==> src/rtl/pb_debounce_multi_if.sv <==
// pb_debounce_multi_if: raw button inputs and conditioned event outputs for pb_debounce_multi.
// Latency: none; this is a plain signal bundle.
// Backpressure: none; every signal is a level or a one-cycle pulse.
interface pb_debounce_multi_if #(
   parameter int NUM_PB = 4
);
   logic [NUM_PB-1:0] PB;
   logic [NUM_PB-1:0] level;
   logic [NUM_PB-1:0] pressed;
   logic [NUM_PB-1:0] released;
   logic [NUM_PB-1:0] long_press;

   // master drives the raw buttons and consumes events; slave is the conditioner
   modport master (output PB, input level, pressed, released, long_press);
   modport slave  (input PB, output level, pressed, released, long_press);
endinterface

==> src/rtl/pb_debounce_multi.sv <==
// pb_debounce_multi: per-channel synchroniser + debouncer with press/release/long-press pulses and level.
// Latency: SYNC_STAGES+DB_CYCLES clocks from PB change to pulse/level; long_press LONG_CYCLES after pressed.
// Backpressure: none; pulses cannot be stalled. Define PB_AUTOREPEAT_EN to repeat long_press while held.
module pb_debounce_multi #(
   parameter int NUM_PB        = 4,
   parameter int SYNC_STAGES   = 2,
   parameter int DB_CYCLES     = 4,
   parameter int LONG_CYCLES   = 10,
   parameter int REPEAT_CYCLES = 5,
   parameter int ACTIVE_LOW    = 1
) (
   input logic                clk,
   input logic                rst_n,
   pb_debounce_multi_if.slave bus
);

   localparam int   DB_W     = $clog2(DB_CYCLES + 1);
   localparam int   HOLD_W   = $clog2(LONG_CYCLES + 1);
   // raw input value of a released button
   localparam logic INACTIVE = (ACTIVE_LOW != 0);
`ifdef PB_AUTOREPEAT_EN
   localparam int   REP_W    = $clog2(REPEAT_CYCLES + 1);
`endif

   // Reject parameter values the counters cannot represent sensibly.
   if (NUM_PB < 1 || SYNC_STAGES < 2 || DB_CYCLES < 1 || LONG_CYCLES < 2 || REPEAT_CYCLES < 1)
   begin : g_param_check
      $error("pb_debounce_multi: illegal parameter value");
   end

   for (genvar g = 0; g < NUM_PB; g++) begin : g_ch
      logic [SYNC_STAGES-1:0] sync_q;
      logic [DB_W-1:0]        db_cnt;
      logic [HOLD_W-1:0]      hold_cnt;
      logic                   level_q;
      logic                   pressed_q;
      logic                   released_q;
      logic                   long_q;
      logic                   s;
      logic                   flip;
      logic                   hold_fire;
      logic                   rep_fire;

      // s = 1 means "pressed" regardless of the electrical polarity
      assign s         = sync_q[SYNC_STAGES-1] ^ INACTIVE;
      // the new value has persisted long enough: level toggles on this edge
      assign flip      = (s != level_q) && (db_cnt == DB_W'(DB_CYCLES - 1));
      // hold counter is about to reach LONG_CYCLES; never on a release edge
      assign hold_fire = level_q && !flip && (hold_cnt == HOLD_W'(LONG_CYCLES - 1));

      // Synchroniser chain; resets to the idle (released) electrical level.
      always_ff @(posedge clk) begin
         if (!rst_n) sync_q <= {SYNC_STAGES{INACTIVE}};
         else        sync_q <= {sync_q[SYNC_STAGES-2:0], bus.PB[g]};
      end

      // Debounce counter: counts consecutive cycles the input differs from level.
      always_ff @(posedge clk) begin
         if (!rst_n || s == level_q || flip) db_cnt <= '0;
         else                                db_cnt <= db_cnt + DB_W'(1);
      end

      // Hold counter: runs from the press event while pressed, saturating at LONG_CYCLES.
      always_ff @(posedge clk) begin
         if (!rst_n || !level_q || flip)          hold_cnt <= '0;
         else if (hold_cnt != HOLD_W'(LONG_CYCLES)) hold_cnt <= hold_cnt + HOLD_W'(1);
      end

`ifdef PB_AUTOREPEAT_EN
      logic [REP_W-1:0] rep_cnt;
      logic             hold_sat;

      assign hold_sat = (hold_cnt == HOLD_W'(LONG_CYCLES));
      assign rep_fire = level_q && !flip && hold_sat && (rep_cnt == REP_W'(REPEAT_CYCLES - 1));

      // Repeat counter: restarts at the first long_press and after every repeat.
      always_ff @(posedge clk) begin
         if (!rst_n || !level_q || flip || !hold_sat || rep_fire) rep_cnt <= '0;
         else                                                     rep_cnt <= rep_cnt + REP_W'(1);
      end
`else
      assign rep_fire = 1'b0;
`endif

      // Registered level and event pulses; press, release and long are exclusive by construction.
      always_ff @(posedge clk) begin
         if (!rst_n) begin
            level_q    <= 1'b0;
            pressed_q  <= 1'b0;
            released_q <= 1'b0;
            long_q     <= 1'b0;
         end else begin
            level_q    <= level_q ^ flip;
            pressed_q  <= flip && !level_q;
            released_q <= flip && level_q;
            long_q     <= hold_fire || rep_fire;
         end
      end

      assign bus.level[g]      = level_q;
      assign bus.pressed[g]    = pressed_q;
      assign bus.released[g]   = released_q;
      assign bus.long_press[g] = long_q;
   end

endmodule

==> src/flat_wrapper.sv <==
// flat-port wrapper written by rule: the top's interface ports become plain ports
module pb_debounce_multi_flat 
#(
   parameter int NUM_PB        = 4,
   parameter int SYNC_STAGES   = 2,
   parameter int DB_CYCLES     = 4,
   parameter int LONG_CYCLES   = 10,
   parameter int REPEAT_CYCLES = 5,
   parameter int ACTIVE_LOW    = 1
)
  (clk, rst_n, bus_PB, bus_level, bus_pressed, bus_released, bus_long_press);
  pb_debounce_multi_if #(.NUM_PB(NUM_PB)) bus_i ();
  input logic clk;
  input logic rst_n;
  input wire logic [$bits(bus_i.PB)-1:0] bus_PB;
  output wire logic [$bits(bus_i.level)-1:0] bus_level;
  output wire logic [$bits(bus_i.pressed)-1:0] bus_pressed;
  output wire logic [$bits(bus_i.released)-1:0] bus_released;
  output wire logic [$bits(bus_i.long_press)-1:0] bus_long_press;
  assign bus_i.PB = bus_PB;
  assign bus_level = bus_i.level;
  assign bus_pressed = bus_i.pressed;
  assign bus_released = bus_i.released;
  assign bus_long_press = bus_i.long_press;
  pb_debounce_multi #(.NUM_PB(NUM_PB), .SYNC_STAGES(SYNC_STAGES), .DB_CYCLES(DB_CYCLES), .LONG_CYCLES(LONG_CYCLES), .REPEAT_CYCLES(REPEAT_CYCLES), .ACTIVE_LOW(ACTIVE_LOW)) u_core (.clk(clk), .rst_n(rst_n), .bus(bus_i));
endmodule
==> config.mk <==
export PLATFORM = sky130hd
export DESIGN_NAME = pb_debounce_multi_flat
export DESIGN_NICKNAME = d
export VERILOG_FILES = /design/src/rtl/pb_debounce_multi_if.sv /design/src/rtl/pb_debounce_multi.sv /design/src/flat_wrapper.sv
export SDC_FILE = /design/constraint.sdc
export NUM_CORES = 1
export LEC_CHECK = 0
export CAP_MARGIN = 20
export CORE_ASPECT_RATIO = 2
export CORE_UTILIZATION = 25
export DETAILED_ROUTE_END_ITERATION = 8
export RECOVER_POWER = 50
export SYNTH_ARGS = -nofsm -noshare
export SYNTH_HDL_FRONTEND = slang
export SYNTH_SLANG_ARGS = --single-unit
==> constraint.sdc <==
create_clock -name clk -period 1.55 [get_ports clk]
set_input_delay 0.31 -clock clk [delete_from_list [all_inputs] [get_ports clk]]
set_output_delay 0.31 -clock clk [all_outputs]
set_load 0.01 [all_outputs]
# Word-level counts from Yosys, hierarchy flattened

Index checks and enable logic that the tools add are counted.

Bits in registers: 52
Input port bits: 6
Output and inout port bits: 16
Word-level logic and storage cells: 109

Add/sub/neg operators: 8
Equal/unequal tests: 20
Bitwise gates (word level): 8
Reductions and logical operators: 45

Operator list:

| cell                                           | count |
|---|---|
| logical AND 1 bit                              | 20 |
| adder 4 x 1 -> 4 bit (second input constant)   | 4 |
| == test 4 bit (second input constant)          | 4 |
| logical OR 1 bit                               | 16 |
| inequality test 4 bit (second input constant)  | 4 |
| adder 3 x 1 -> 3 bit (second input constant)   | 4 |
| == test 3 x 2 -> 1 bit (second input constant) | 4 |
| zero test 1 bit                                | 9 |
| == test 1 bit                                  | 4 |
| inequality test 1 bit                          | 4 |
| NOT 1 bit                                      | 4 |
| XOR 1 bit                                      | 4 |

# Logic depth before layout (Yosys ltp)

Gate-level depths: netlist of the first run.

Word-level depth: 6
Gate-level depth with buffers: 6
Depth with buffers taken out: 6

# Least setup slack after synthesis of the first run

No wires, ideal clock.

Path type: reg-to-reg
Start: reg u_core.g_ch[3].db_cnt[0]
End: reg u_core.g_ch[3].level_q
Setup time: 65 ps
Arrival time: 1,133 ps
Required time: 1,485 ps
Path slack: 351 ps
Stages on the path, launching flop included: 7
Path buffers: 0
Clock period less this slack: 1,199 ps
Cells stage by stage: dfxtp_1 ha_1 ha_1 nand2_1 inv_1 ha_1 nor2b_1

Longest elaborated chain between the ends: 3

RTL lines:

| item                   | RTL line                | text |
|---|---|---|
| start, declared        | pb_debounce_multi.sv:33 | `logic [DB_W-1:0] db_cnt;` |
| start signal, assigned | pb_debounce_multi.sv:60 | `else db_cnt <= db_cnt + DB_W'(1);` |
| == test 3 x 2 -> 1 bit | pb_debounce_multi.sv:47 | `assign flip = (s != level_q) && (db_cnt == DB_W'(DB_CYCLES - 1));` |
| logical AND 1 bit      | pb_debounce_multi.sv:47 |  |
| XOR 1 bit              | pb_debounce_multi.sv:93 | `level_q <= level_q ^ flip;` |
| end signal, assigned   | pb_debounce_multi.sv:93 |  |
| end, declared          | pb_debounce_multi.sv:35 | `logic level_q;` |

Every way passes these cells.
A chain may end at the register's enable or synchronous reset.

# Worst setup path after layout of the first run

Start: reg u_core.g_ch[2].level_q
End: out bus_level[2]

RTL lines:

| item                   | RTL line                | text |
|---|---|---|
| start, declared        | pb_debounce_multi.sv:35 |  |
| start signal, assigned | pb_debounce_multi.sv:93 |  |
| end, declared          | flat_wrapper.sv:16      | `output wire logic [$bits(bus_i.level)-1:0] bus_level;` |

No word-level cell between the ends.

==> results of run 1 <==
-- power groups by stage --
stage / logic (mW) / clock network [mW] / registers [mW]
global route: 0.0550 / 1.20 / 1.35
detailed placement: 0.0505 / 0 / 1.38
global placement: 0.0496 / 0 / 1.38
CTS: 0.0507 / 1.15 / 1.35
floorplan: 0.0304 / 0 / 1.38
finish: 0.0485 / 1.10 / 1.35
-- layer usage --
metal	vias to the layer above	track usage [%]	wire (um)
met3	5	3.06	164
met1	669	7.60	1390
met5	-	0	0
met2	24	13.8	1680
li1	759	-	-
met4	0	3.47	72
-- cells by family after synthesis --
family / synth area share, %
and+or+nand+nor: 20.5
AOI/OAI and AO/OA: 2.59
DFF: 44.9
xor gates and xnor gates: 4.53
buffers and inverters: 10.2
adders and majority gates: 17.3
-- flip-flops by register name (all words and copies together), names as in the netlist --
register,flops
u_core.g_ch.db_cnt,12
u_core.g_ch.hold_cnt,16
u_core.g_ch.level_q,4
u_core.g_ch.long_q,4
u_core.g_ch.pressed_q,4
u_core.g_ch.released_q,4
u_core.g_ch.sync_q,8
-- final cells by class --
cell class                      count  area share [%]
Inverter                           24            3.34
Tap cell                          102            4.73
Clock buffer                        7            5.28
Timing Repair Buffer               26            9.64
Sequential cell                    52            38.6
Clock inverter                      1           0.278
Multi-Input combinational cell    140            38.2
-- stage by stage --
| step | instance area, um2 | setup slack (ns) | hold WS, ns |
|---|---|---|---|
| global placement | 2560 | 0.113 | 0.393 |
| floorplan | 2320 | 0.351 | 0.386 |
| CTS | 2710 | 0.00630 | 0.408 |
| global route | 2700 | 0.00661 | 0.421 |
| finish | 2700 | 0.0581 | 0.406 |
| detailed placement | 2560 | 0.0460 | 0.393 |
-- final timing paths --
path | from | to | slack [ns] | cells after the start
worst max register to register | u_core.g_ch[3].db_cnt[0]$_SDFF_PP0_ | u_core.g_ch[3].level_q$_SDFF_PN0_ | 0.26 | 6
worst min-delay path | u_core.g_ch[2].sync_q[0]$_SDFF_PN1_ | u_core.g_ch[2].sync_q[1]$_SDFF_PN1_ | 0.41 | 1
worst min register to register | u_core.g_ch[2].sync_q[0]$_SDFF_PN1_ | u_core.g_ch[2].sync_q[1]$_SDFF_PN1_ | 0.41 | 1
worst max-delay path | u_core.g_ch[2].level_q$_SDFF_PN0_ | bus_level[2] | 0.06 | 1
-- synthesized netlist by cell type (all sizes together) --
cell     n
a211oi   4
a21oi    4
and2     8
nor2    24
inv     24
nand3b  12
nand3   12
nand2b  12
dfxtp   52
ha      32
nor2b    4
buf     18
xnor2    8
xor2     4
nand2   12
nor3b    4
clkbuf   1
==> results by group, run 1 <==
GRT
  • Initial antenna violation count: 0
  • Gr usage total: under 10%
  • First-pass GRT wire length: about 6000 um
  • Vias in the first global route: between 1000 and 1500
  • Largest net degree at the start of global routing: 33
  • Total gr overflow: 0

Synth
  • Sequential area share after synthesis: between 40% and 50%
  • Cell taking the most area after synthesis: dfxtp_1
  • Post-synthesis register bit count: 52
  • Post-Syn Instances: around 240
  • Post-synth top area share: 44.9%
  • Syn_nets: approximately 270
  • YS warnings: 0
  • Synth area leaders: dfxtp_1 (45%), ha_1 (17%), buf_4 (5.2%)
  • Syn Area/Cell: between 9 and 10 um2
  • Distinct cells, synth: 20
  • Synthesized area: approximately 2300 um2

Cells and area
  • Area occupied by multi-input gates: just over 1000 um2
  • Commonest non-fill, non-tap cell in the layout: dfxtp_1
  • Layout area overhead: 16.5%
  • Final Non-Filler Cells: 352
  • Most frequent cells in the layout: dfxtp_1 (52), ha_1 (32), inv_1 (24), nor2_1 (24), clkdlybuf4s50_1 (19)
  • Ant diodes: 0
  • Seq. cell area: around 1000 um2
  • Layout cell share with drive strength beyond 1: between 5 and 6%
  • Fill count: between 900 and 1000
  • Final Core Density: between 20% and 30%
  • Nets: approximately 290

Die
  • Die extent in x: roughly 70 um
  • Ports: 22
  • Die area: 9690 um2
  • Std-Cell Core Area: around 9000 um2
  • FP Rows: 49
  • Initial core utilization: between 20 and 30%
  • Die height: between 100 and 150 um

Power and ir drop
  • Maximum vdd drop: roughly 0.00037 V
  • Switching share of total power: between 15 and 20%
  • Int Pwr: around 2.0 mW
  • Net Sw Power: about 500 uW
  • Total power: between 2 and 3 mW
  • Power Dens Cells: 929 nW/um2
  • Comb power frac: 1.9%
  • Clock Power Share: ~44%
  • Leakage: between 1 and 1.5 nW
  • Seq pwr share: between 50% and 60%

Clocking
  • H-tree Lvls: 2
  • # hold bufs at CTS: 0
  • Maximum clock path buffer count: 2
  • CTS buffer count: 5
  • Post-CTS Setup Repair Bufs: 0
  • CTS sink cnt: 52
  • Worst-skew pair later-pin latency: between 0.2 and 0.3 ns
  • Worst-path clk slew: around 0.060 ns
  • Cts repair resizes: 0
  • Clk root buf: clkbuf_16
  • CTS tree: yes

Timing
  • Hold Violations, Final: 0
  • Period utilization: 96.3%
  • Final Setup Violations: 0
  • Fin crit period: about 1.5 ns
  • Worst-margin pin slew: 0.219 ns
  • Pins Over Slew Limit: 0
  • Fmax: between 0.6 and 0.7 GHz
  • Setup tns final: 0 ns
  • Clock skew: 0.00506 ns
  • RSZ-0062 raised after global routing: false
  • Slew Limit Headroom: between 80 and 90%

Setup path
  • Crit-path max FO: 2
  • CP top delay family: buffers and inverters
  • Slowest Stage Delay on Critical Path: 0.55 ns
  • CP max-delay cell: clkdlybuf4s50_1
  • Critical-path cell list: clkdlybuf4s50_1
  • Critical path class: register to output port
  • Worst Setup Start Kind: register
  • Data required, critical path: around 1.2 ns
  • Worst endpoint data arrival time: 1.18 ns
  • CP Buf/Inv Count: 1
  • Setup crit end kind: output port

Run
  • Max_cap viols: 0

Detailed routing
  • Iter 0 DRT Violations: 74
  • Drt wl/cell: approximately 9.4 um
  • Via count: about 1500
  • Vias per cell: 4.14
  • Antenna-violating nets left: 0
  • First-pass detailed-route iteration total: 4
  • DRC viols: 0
  • Final wirelength: 3300 um

Place
  • PortBufs: 21
  • Placed cell count: 344
  • GP Congestion: about 0.67
  • DP HPWL: 2520 um

Run status
  • Status: complete, no violations

Worst hold path
  • Hold WC Path Type: register to register
Note: power is estimated with default switching activity, not from simulation.
==> run 2: changes to the inputs <==
--- a/config.mk
+++ b/config.mk
@@ -9,6 +9,7 @@
 export CORE_ASPECT_RATIO = 2
 export CORE_UTILIZATION = 25
 export DETAILED_ROUTE_END_ITERATION = 8
+export GPL_ROUTABILITY_DRIVEN = 0
 export RECOVER_POWER = 50
 export SYNTH_ARGS = -nofsm -noshare
 export SYNTH_HDL_FRONTEND = slang
==> results of run 2 <==
The final DEF is identical to that of run 1; final timing and power are the same.
==> run 3: changes to the inputs <==
--- a/config.mk
+++ b/config.mk
@@ -5,12 +5,13 @@
 export SDC_FILE = /design/constraint.sdc
 export NUM_CORES = 1
 export LEC_CHECK = 0
-export CAP_MARGIN = 20
+export CAP_MARGIN = 5
 export CORE_ASPECT_RATIO = 2
 export CORE_UTILIZATION = 25
 export DETAILED_ROUTE_END_ITERATION = 8
 export GPL_ROUTABILITY_DRIVEN = 0
 export RECOVER_POWER = 50
+export SLEW_MARGIN = 40
 export SYNTH_ARGS = -nofsm -noshare
 export SYNTH_HDL_FRONTEND = slang
 export SYNTH_SLANG_ARGS = --single-unit
==> constraint.sdc (replaced) <==
create_clock -name clk -period 1.6 [get_ports clk]
set_input_delay 0.32 -clock clk [delete_from_list [all_inputs] [get_ports clk]]
set_output_delay 0.32 -clock clk [all_outputs]
set_load 0.01 [all_outputs]
==> results by group, run 3 (synthesis results as in run 1) <==
Run status
  • Status: complete, no violations (unchanged)

Worst hold path
  • Hold WC Path Type: register to register (unchanged)
  • Worst hold endpoint: u_core.g_ch[0].sync_q[1]$_SDFF_PN1_ (was u_core.g_ch[2].sync_q[1]$_SDFF_PN1_)
  • Hold path startpoint: u_core.g_ch[0].sync_q[0]$_SDFF_PN1_ (was u_core.g_ch[2].sync_q[0]$_SDFF_PN1_)
  • Hold-critical path depth: 1 (unchanged)

Cells and area
  • Layout cell share with drive strength beyond 1: 4.82% (was 5.60%)
  • Post-route cell area: 2680 um2 (was 2700 um2)
  • Largest regs: u_core.g_ch.hold_cnt: 16 flops, u_core.g_ch.db_cnt: 12 flops, u_core.g_ch.sync_q: 8 flops (unchanged)
  • Area occupied by multi-input gates: 1030 um2 (about the same)
  • Layout area overhead: 15.5% (was 16.5%)
  • Seq. cell area: 1040 um2 (unchanged)
  • Fill count: 912 (was 910)
  • Max FFs per register: 16 (unchanged)
  • Nets: 287 (unchanged)
  • Largest Register: u_core.g_ch.hold_cnt (unchanged)
  • Final Core Density: 29.7% (was 30.0%)
  • Ant diodes: 0 (unchanged)
  • Most frequent cells in the layout: dfxtp_1 (52), ha_1 (32), inv_1 (24), nor2_1 (24), clkdlybuf4s50_1 (20) (was dfxtp_1 (52), ha_1 (32), inv_1 (24), nor2_1 (24), clkdlybuf4s50_1 (19))
  • Commonest non-fill, non-tap cell in the layout: dfxtp_1 (unchanged)

Timing
  • Period utilization: approximately 95%
  • Clock skew: 0.00396 ns (was 0.00506 ns)
  • Fmax: between 0.6 and 0.7 GHz
  • Pins Over Slew Limit: 0 (unchanged)
  • Setup tns final: 0 ns (unchanged)
  • Worst-margin pin slew: 0.219 ns (about the same)
  • Final Setup Violations: 0 (unchanged)
  • Final worst slack: 0.0845 ns (was 0.0581 ns)
  • Fin crit period: 1.52 ns
  • Hold Violations, Final: 0 (unchanged)
  • Slew Limit Headroom: 85.4% (was 85.3%)
  • RSZ-0062 raised after global routing: false (unchanged)

Detailed routing
  • Drt wl/cell: 9.68 um (was 9.38 um)
  • Vias per cell: 4.03 (was 4.14)
  • Final wirelength: 3400 um (was 3300 um)
  • Iter 0 DRT Violations: 24 (was 74)
  • Antenna-violating nets left: 0 (unchanged)
  • First-pass detailed-route iteration total: 4 (unchanged)
  • Via count: 1415 (was 1457)
  • DRC viols: 0 (unchanged)

Die
  • Die extent in x: 70.1 um (unchanged)
  • Die height: 138 um (unchanged)
  • Initial core utilization: 25.7% (unchanged)
  • Die area: 9690 um2 (unchanged)
  • FP Rows: 49 (unchanged)
  • Std-Cell Core Area: 9010 um2 (unchanged)
  • Ports: 22 (unchanged)

Clocking
  • Clk root buf: clkbuf_16 (unchanged)
  • H-tree Lvls: 2 (unchanged)
  • CTS sink cnt: 52 (unchanged)
  • CTS buffer count: 5 (unchanged)
  • Worst-path clk slew: 0.06 ns (about the same)
  • CTS tree: yes (unchanged)
  • # hold bufs at CTS: 0 (unchanged)
  • Post-CTS Setup Repair Bufs: 0 (unchanged)
  • Maximum clock path buffer count: 2 (unchanged)
  • Cts repair resizes: 0 (unchanged)
  • Worst-skew pair later-pin latency: 0.29 ns (about the same)

Setup path
  • R2r setup slk: 0.31 ns (was 0.26 ns)
  • CP max-delay cell: clkdlybuf4s50_1 (unchanged)
  • Reg2reg end: u_core.g_ch[0].level_q$_SDFF_PN0_ (was u_core.g_ch[3].level_q$_SDFF_PN0_)
  • Setup crit end kind: output port (unchanged)
  • Worst Setup Start Kind: register (unchanged)
  • Crit-path max FO: 2 (unchanged)
  • Critical-path cell list: clkdlybuf4s50_1 (unchanged)
  • Slowest Stage Delay on Critical Path: 0.55 ns (about the same)
  • Critical path class: register to output port (unchanged)
  • R2R cell count: 6 (unchanged)
  • CP top delay family: buffers and inverters (unchanged)
  • Data required, critical path: 1.28 ns (was 1.24 ns)
  • Worst endpoint data arrival time: 1.20 ns (was 1.18 ns)
  • Startpoint of the worst register-to-register path: u_core.g_ch[0].db_cnt[0]$_SDFF_PP0_ (was u_core.g_ch[3].db_cnt[0]$_SDFF_PP0_)
  • CP Buf/Inv Count: 1 (unchanged)

Place
  • PortBufs: 21 (unchanged)
  • Pre-CTS WS: 0.102 ns (was 0.0460 ns)
  • DP HPWL: 2510 um (was 2520 um)
  • Placed inst area: 2560 um2 (unchanged)

Power and ir drop
  • Total power: 2.37 mW (was 2.51 mW)
  • Maximum vdd drop: 0.000358 V (was 0.000371 V)
  • Leakage: 1.06 nW (about the same)
  • Power Dens Cells: 884 nW/um2 (was 929 nW/um2)

GRT
  • Total gr overflow: 0 (unchanged)
  • Gr usage total: 7.69% (about the same)
  • Initial antenna violation count: 0 (unchanged)
  • Vias in the first global route: 1447 (was 1454)
  • First-pass GRT wire length: 5980 um (was 6000 um)
  • Largest net degree at the start of global routing: 33 (unchanged)

Run
  • Max_cap viols: 0 (unchanged)
## run 3: cell types whose count changed in the layout (fill, tap and decap cells not counted), sizes merged
cell | before | now
clkinvlp | 1 | 0
clkinv | 0 | 1
clkbuf | 7 | 6
clkdlybuf4s25 | 1 | 0
clkdlybuf4s50 | 19 | 20
## run 3: final cells by class
type                       count  share of cell area [%]
inverter                      24                    3.36
tap                          102                    4.76
multi-input combinational    140                    38.3
clock inverter                 1                   0.187
sequential                    52                    38.9
timing repair buffer          26                    9.72
clock buffer                   6                    4.81
## run 3: how the worst max path moves through the flow
stage / slack, ns / endpoint / cells after the start / startpoint
2_1_floorplan: 0.40 / u_core.g_ch[3].level_q$_SDFF_PN0_ / 6 / u_core.g_ch[3].db_cnt[0]$_SDFF_PP0_
3_3_place_gp: 0.16 / u_core.g_ch[3].hold_cnt[1]$_SDFFE_PP0P_ / 4 / rst_n
3_5_place_dp: 0.10 / u_core.g_ch[3].hold_cnt[1]$_SDFFE_PP0P_ / 4 / rst_n
4_1_cts: 0.05 / bus_level[3] / 1 / u_core.g_ch[3].level_q$_SDFF_PN0_
5_1_grt: 0.04 / bus_level[3] / 1 / u_core.g_ch[3].level_q$_SDFF_PN0_
6_report: 0.08 / bus_level[3] / 1 / u_core.g_ch[3].level_q$_SDFF_PN0_
## run 3: metrics by stage
stage / hold slack [ns] / std cells
floorplan: 0.386 / 235
CTS: 0.402 / 351
detailed placement: 0.391 / 344
finish: 0.402 / 351
global placement: 0.394 / 344
global route: 0.421 / 351
## run 3: power breakdown
group	leakage, nW	switching, mW	internal, mW
Combinational	0.567	0.0206	0.0264
Clock	0.0667	0.441	0.569
Sequential	0.421	0.00502	1.31
Total	1.06	0.467	1.90
## run 3: layer usage
layer	wire, um	part of all wire (%)	global-route usage [%]
met3	173	5.1	2.70
met1	1420	42	7.74
met4	92	2.7	4.42
met5	0	0	0
met2	1710	50	13.4
